===== src/rtl/ring_seq_ctrl.sv =====
// ring_seq_ctrl: start/stop/pacing controller for a one-hot ring position sequencer.
// Each ring position is offered to a downstream consumer with a valid/ready handshake.
// The block counts completed passes around the ring.
//
// Ports:
//   CLK        clock; all state changes happen on the rising edge
//   RST        synchronous, active-high reset
//   start      begins a sequence; only sampled in IDLE
//   stop       aborts the sequence and returns to IDLE
//   out_ready  consumer accepts the current position
//   dir        (SEQ_REVERSE_EN only) 0 = rotate toward MSB, 1 = rotate toward LSB
//   q          one-hot position; bit 0 = position 0
//   idx        binary index of the set bit of q
//   out_valid  q/idx hold a position to transfer (high in RUN)
//   busy       high while in RUN
//   done       one-cycle pulse on sequence completion
//   loop_cnt   passes completed since the last start
//
// Optional feature macro: SEQ_REVERSE_EN adds the dir input for reverse rotation.
// Pass counting uses a beat counter, so a pass is N handshakes in any direction mix.
module ring_seq_ctrl #(
    parameter int unsigned N     = 17,
    parameter int unsigned LOOPS = 1,
    parameter int unsigned CW    = 5
) (
    input  logic          CLK,
    input  logic          RST,
    input  logic          start,
    input  logic          stop,
    input  logic          out_ready,
`ifdef SEQ_REVERSE_EN
    input  logic          dir,
`endif
    output logic [N-1:0]  q,
    output logic [CW-1:0] idx,
    output logic          out_valid,
    output logic          busy,
    output logic          done,
    output logic [7:0]    loop_cnt
);

    localparam logic [N-1:0]  Q_HOME = N'(1);
    localparam logic [CW-1:0] LAST   = CW'(N - 1);
    localparam logic [7:0]    LOOPS8 = 8'(LOOPS);
    localparam bit            FINITE = (LOOPS != 0);

    typedef enum logic [1:0] {
        ST_IDLE = 2'd0,
        ST_RUN  = 2'd1,
        ST_DONE = 2'd2
    } state_t;

    state_t        state;
    state_t        state_d;
    logic [N-1:0]  q_d;
    logic [CW-1:0] idx_d;
    logic [CW-1:0] bcnt;
    logic [CW-1:0] bcnt_d;
    logic [7:0]    loop_d;

    logic rev_c;
    logic hs_c;
    logic last_beat_c;
    logic last_pass_c;

    // Direction select; forward-only when the reverse feature is not built in.
`ifdef SEQ_REVERSE_EN
    assign rev_c = dir;
`else
    assign rev_c = 1'b0;
`endif

    assign hs_c        = (state == ST_RUN) && out_ready;
    assign last_beat_c = (bcnt == LAST);
    assign last_pass_c = FINITE && ((loop_cnt + 8'd1) == LOOPS8);

    // State, position and counter registers; outputs registered from next state.
    always_ff @(posedge CLK) begin
        if (RST) begin
            state     <= ST_IDLE;
            q         <= Q_HOME;
            idx       <= '0;
            bcnt      <= '0;
            loop_cnt  <= '0;
            out_valid <= 1'b0;
            busy      <= 1'b0;
            done      <= 1'b0;
        end else begin
            state     <= state_d;
            q         <= q_d;
            idx       <= idx_d;
            bcnt      <= bcnt_d;
            loop_cnt  <= loop_d;
            out_valid <= (state_d == ST_RUN);
            busy      <= (state_d == ST_RUN);
            done      <= (state_d == ST_DONE);
        end
    end

    // Next-state, rotation and pass counting.
    always_comb begin
        state_d = state;
        q_d     = q;
        idx_d   = idx;
        bcnt_d  = bcnt;
        loop_d  = loop_cnt;

        unique case (state)
            ST_IDLE: begin
                if (start && !stop) begin
                    state_d = ST_RUN;
                    q_d     = Q_HOME;
                    idx_d   = '0;
                    bcnt_d  = '0;
                    loop_d  = '0;
                end
            end

            ST_RUN: begin
                // stop wins over advancing; a coincident transfer is not counted as a pass
                if (stop) begin
                    state_d = ST_IDLE;
                    q_d     = Q_HOME;
                    idx_d   = '0;
                    bcnt_d  = '0;
                end else if (hs_c) begin
                    if (rev_c) begin
                        q_d   = {q[0], q[N-1:1]};
                        idx_d = (idx == '0) ? LAST : idx - CW'(1);
                    end else begin
                        q_d   = {q[N-2:0], q[N-1]};
                        idx_d = (idx == LAST) ? '0 : idx + CW'(1);
                    end

                    if (last_beat_c) begin
                        bcnt_d = '0;
                        loop_d = loop_cnt + 8'd1;
                        if (last_pass_c) begin
                            state_d = ST_DONE;
                            q_d     = Q_HOME;
                            idx_d   = '0;
                        end
                    end else begin
                        bcnt_d = bcnt + CW'(1);
                    end
                end
            end

            ST_DONE: begin
                state_d = ST_IDLE;
            end

            default: begin
                state_d = ST_IDLE;
            end
        endcase
    end

endmodule


===== config.mk =====
export PLATFORM = sky130hd
export DESIGN_NAME = ring_seq_ctrl
export DESIGN_NICKNAME = d
export VERILOG_FILES = /design/src/rtl/ring_seq_ctrl.sv
export SDC_FILE = /design/constraint.sdc
export NUM_CORES = 1
export LEC_CHECK = 0
export ABC_AREA = 1
export CAP_MARGIN = 20
export CORE_MARGIN = 3
export CORE_UTILIZATION = 45
export DETAILED_ROUTE_END_ITERATION = 12
export HOLD_SLACK_MARGIN = 0.15
export PLACE_DENSITY = 0.71
export SYNTH_ARGS = -nofsm -noshare
export SYNTH_HDL_FRONTEND = slang
export SYNTH_SLANG_ARGS = --single-unit

===== constraint.sdc =====
create_clock -name CLK -period 3.67 [get_ports CLK]
set_input_delay 0.734 -clock CLK [delete_from_list [all_inputs] [get_ports CLK]]
set_output_delay 0.734 -clock CLK [all_outputs]
set_load 0.02 [all_outputs]

==> results by group <==
Run status
  • Status: finished, final reports clean

Placed design
  • Routability Congestion: 0.7994
  • Detail Placement HPWL: 2.729 mm
  • Placed cell count: 326
  • DP Area: 2242 um^2
  • Pre-CTS WS: 0.8570 ns
  • Port Buffers: 37

Layout
  • Final Non-Filler Cells: 334
  • Final nets: 296
  • Area Overhead vs Synth: 27.55%
  • Layout Utilization: 62.07%
  • Share of post-route cells with drive strength above 1: 7.692%
  • ANT cells: 0
  • Post-route cell area: 2375 um^2

Drt
  • WL per Instance: 12.13 um
  • Via count: 1733
  • Routed Antenna Nets: 0
  • Residual DRC: 0
  • 1st-iter DRT viols: 101
  • Vias per inst: 5.189
  • DRT Wirelength: 4.053 mm
  • Drt first pass iters: 4

Worst setup path
  • Critical path capture point: bcnt[3]$_SDFFE_PP0P_
  • Worst path buffer plus inverter count: 3
  • Crit Path Max Fanout: 25
  • Arr. time, crit path: 2.72 ns
  • Reg-to-reg slack, setup: 1.69 ns
  • Critical Path Slowest Stage Cell: clkdlybuf4s50_1
  • CP Capture Type: flip-flop
  • CP Depth: 9
  • CP max stage delay: 0.49 ns
  • Worst Path Required: 3.85 ns
  • Worst Setup SP: stop
  • R2r startpoint: loop_cnt[0]$_SDFFE_PP0P_
  • Setup Crit Path Kind: input pin to flip-flop
  • Most Frequent Cell on Critical Path: nand4_1
  • Largest delay share family, worst path: buffers and inverters
  • Crit-path cells: clkdlybuf4s50_1 > inv_1 > nand4_1 > nand2_1 > nand2_2 > inv_2 > nand4_1 > xor2_1 > nor2_1
  • Worst setup SP type: input pin
  • Reg2reg path depth: 12
  • Worst r2r dst: idx[2]$_SDFFE_PP0P_

Yosys
  • Netlist cell types: 30
  • Synth Area per Inst: 7.417 um^2
  • FF+latch count, synth: 39
  • Syn_nets: 262
  • Syn. warnings: 0
  • Sequential element share of the synthesized area: 41.94%
  • Synth Instances: 251
  • Post-Syn Area: 1862 um^2

Clocking
  • Clock transition at the registers of the reported paths: 0.08 ns
  • Number of CTS-inserted buffers: 5
  • Hold_buf cts: 0
  • Root Buffer: clkbuf_8
  • Clock sink count: 39
  • TritonCTS clock tree: built
  • CTS H-tree lvls: 2
  • Post-CTS resize count: 0
  • Insertion delay to the later sink of the worst-skew pair: 0.29 ns
  • CTS Buffer Depth: 2
  • Post-CTS Setup Inserts: 0

STA
  • Clock Skew: 0.009339 ns
  • Setup_tns: 0 ns
  • Worst-margin pin slew: 0.4689 ns
  • Crit share post-route: 69.33%
  • RSZ-0062 raised after global routing: no
  • Final Hold Viols: 0
  • Final setup margin: 1.126 ns
  • Final Max Tran Viols: 0
  • Crit path time final: 2.544 ns
  • WHS: 0.4816 ns
  • Fmax: 393.0 MHz
  • Setup violators final: 0
  • Relative slew slack: 68.63%

Pwr
  • Power, Total: 955.6 uW
  • Power per cell area: 402.4 nW/um^2
  • Leakage: 0.8823 nW
  • Maximum vdd drop: 304.6 uV

Global routing
  • GRT Overall Usage: 17.59%
  • Largest net degree at the start of global routing: 30
  • First-pass GRT wire length: 7.120 mm
  • Initial antenna violation count: 0
  • Vias in the first global route: 1583
  • Aggregate global routing overflow: 0

Floorplan
  • Full die area: 4945 um^2
  • Ports: 38
  • Die height: 70.32 um
  • Die Wd: 70.32 um
  • Core area: 3826 um^2
  • Site Rows: 22
  • Starting Density: 48.66%

Job
  • Max Cap Violations: 0

Worst hold path
  • Hold depth: 2
  • Hold Crit Class: flip-flop to flip-flop
## cells in the mapped netlist, drive strengths merged
| cell | number | share of area (%) |
|---|---|---|
| xnor2 | 1 | 0.47 |
| nand2 | 57 | 12 |
| clkbuf | 3 | 0.60 |
| xor2 | 5 | 2.8 |
| nor2 | 29 | 6.8 |
| nor3b | 3 | 1.2 |
| inv | 29 | 5.8 |
| a21oi | 26 | 7.0 |
| ha | 6 | 4.0 |
| nand3b | 1 | 0.40 |
| a211oi | 1 | 0.40 |
| dfxtp | 39 | 42 |
| a31oi | 3 | 1.0 |
| nand4 | 22 | 7.4 |
| nand3 | 7 | 2.4 |
| o21ai | 7 | 2.1 |
| and3 | 1 | 0.34 |
| buf | 9 | 2.9 |
| nor3 | 2 | 0.54 |
## sequential cells by signal (all words and copies together), names as in the netlist
signal    count
bcnt          5
done          1
busy          1
q            17
idx           5
loop_cnt      8
state         2
## final cells by class
cell class / instances / area [um^2]
tap: 48 / 60.06
sequential: 39 / 780.7
clock buffer: 6 / 72.57
clock inverter: 2 / 60.06
inverter: 29 / 108.9
fill: 344 / 1451
timing repair buffer: 39 / 385.4
multi-input combinational: 171 / 907.1
## tightest hold or removal path, cell delays in order (launching register included)
cell,delay (ns)
dfxtp_1,0.32
nand2_1,0.06
a21oi_1,0.05
## cells by family after synthesis
logic type	Yosys count	synth area share, %
buffers and inverters	41	9.341
AOI/OAI and AO/OA	37	10.48
and+or+nand+nor	122	30.98
DFF	39	41.94
adders and majority gates	6	4.032
xor gates and xnor gates	6	3.226
## metal layers
metal | global-route usage [%] | wire length, um | vias to the layer above
met3 | 4.317 | 244 | 7
met2 | 25.68 | 1760 | 55
met1 | 24.29 | 1973 | 779
li1 | - | - | 892
met5 | 0 | 0 | -
met4 | 7.872 | 75 | 0
## layout by cell type (no fill, tap or decap)
cell type / count
nand3_1: 5
ha_1: 6
nand3b_1: 1
a31oi_1: 3
nand2_2: 3
xnor2_1: 1
bufinv_16: 2
nor2_2: 1
nor2_4: 2
inv_2: 3
and3_1: 1
nand4_1: 22
nand2_1: 54
o21ai_0: 5
clkbuf_1: 1
a21oi_1: 26
nor2_1: 26
clkdlybuf4s50_1: 37
a211oi_1: 1
o21ai_2: 1
inv_1: 26
xor2_1: 4
o21ai_1: 1
clkbuf_8: 5
nand3_2: 2
buf_4: 2
dfxtp_1: 39
nor3_1: 2
xor2_2: 1
nor3b_1: 3
## how the worst min path moves through the flow
stage                    startpoint                   end  slack [ns]
2_1_floorplan  bcnt[0]$_SDFFE_PP0P_  bcnt[0]$_SDFFE_PP0P_        0.47
6_report         q[16]$_SDFFE_PP0P_    q[16]$_SDFFE_PP0P_        0.48
3_3_place_gp     q[10]$_SDFFE_PP0P_    q[10]$_SDFFE_PP0P_        0.48
3_5_place_dp     q[16]$_SDFFE_PP0P_    q[16]$_SDFFE_PP0P_        0.47
4_1_cts          q[16]$_SDFFE_PP0P_    q[16]$_SDFFE_PP0P_        0.49
5_1_grt          q[16]$_SDFFE_PP0P_    q[16]$_SDFFE_PP0P_        0.51
## report_power, final
group | switching (mW) | internal [mW]
Combinational | 0.0619 | 0.0316
Sequential | 0.00955 | 0.432
Clock | 0.149 | 0.272
Total | 0.221 | 0.735
Power figures use the tool's default switching activity.
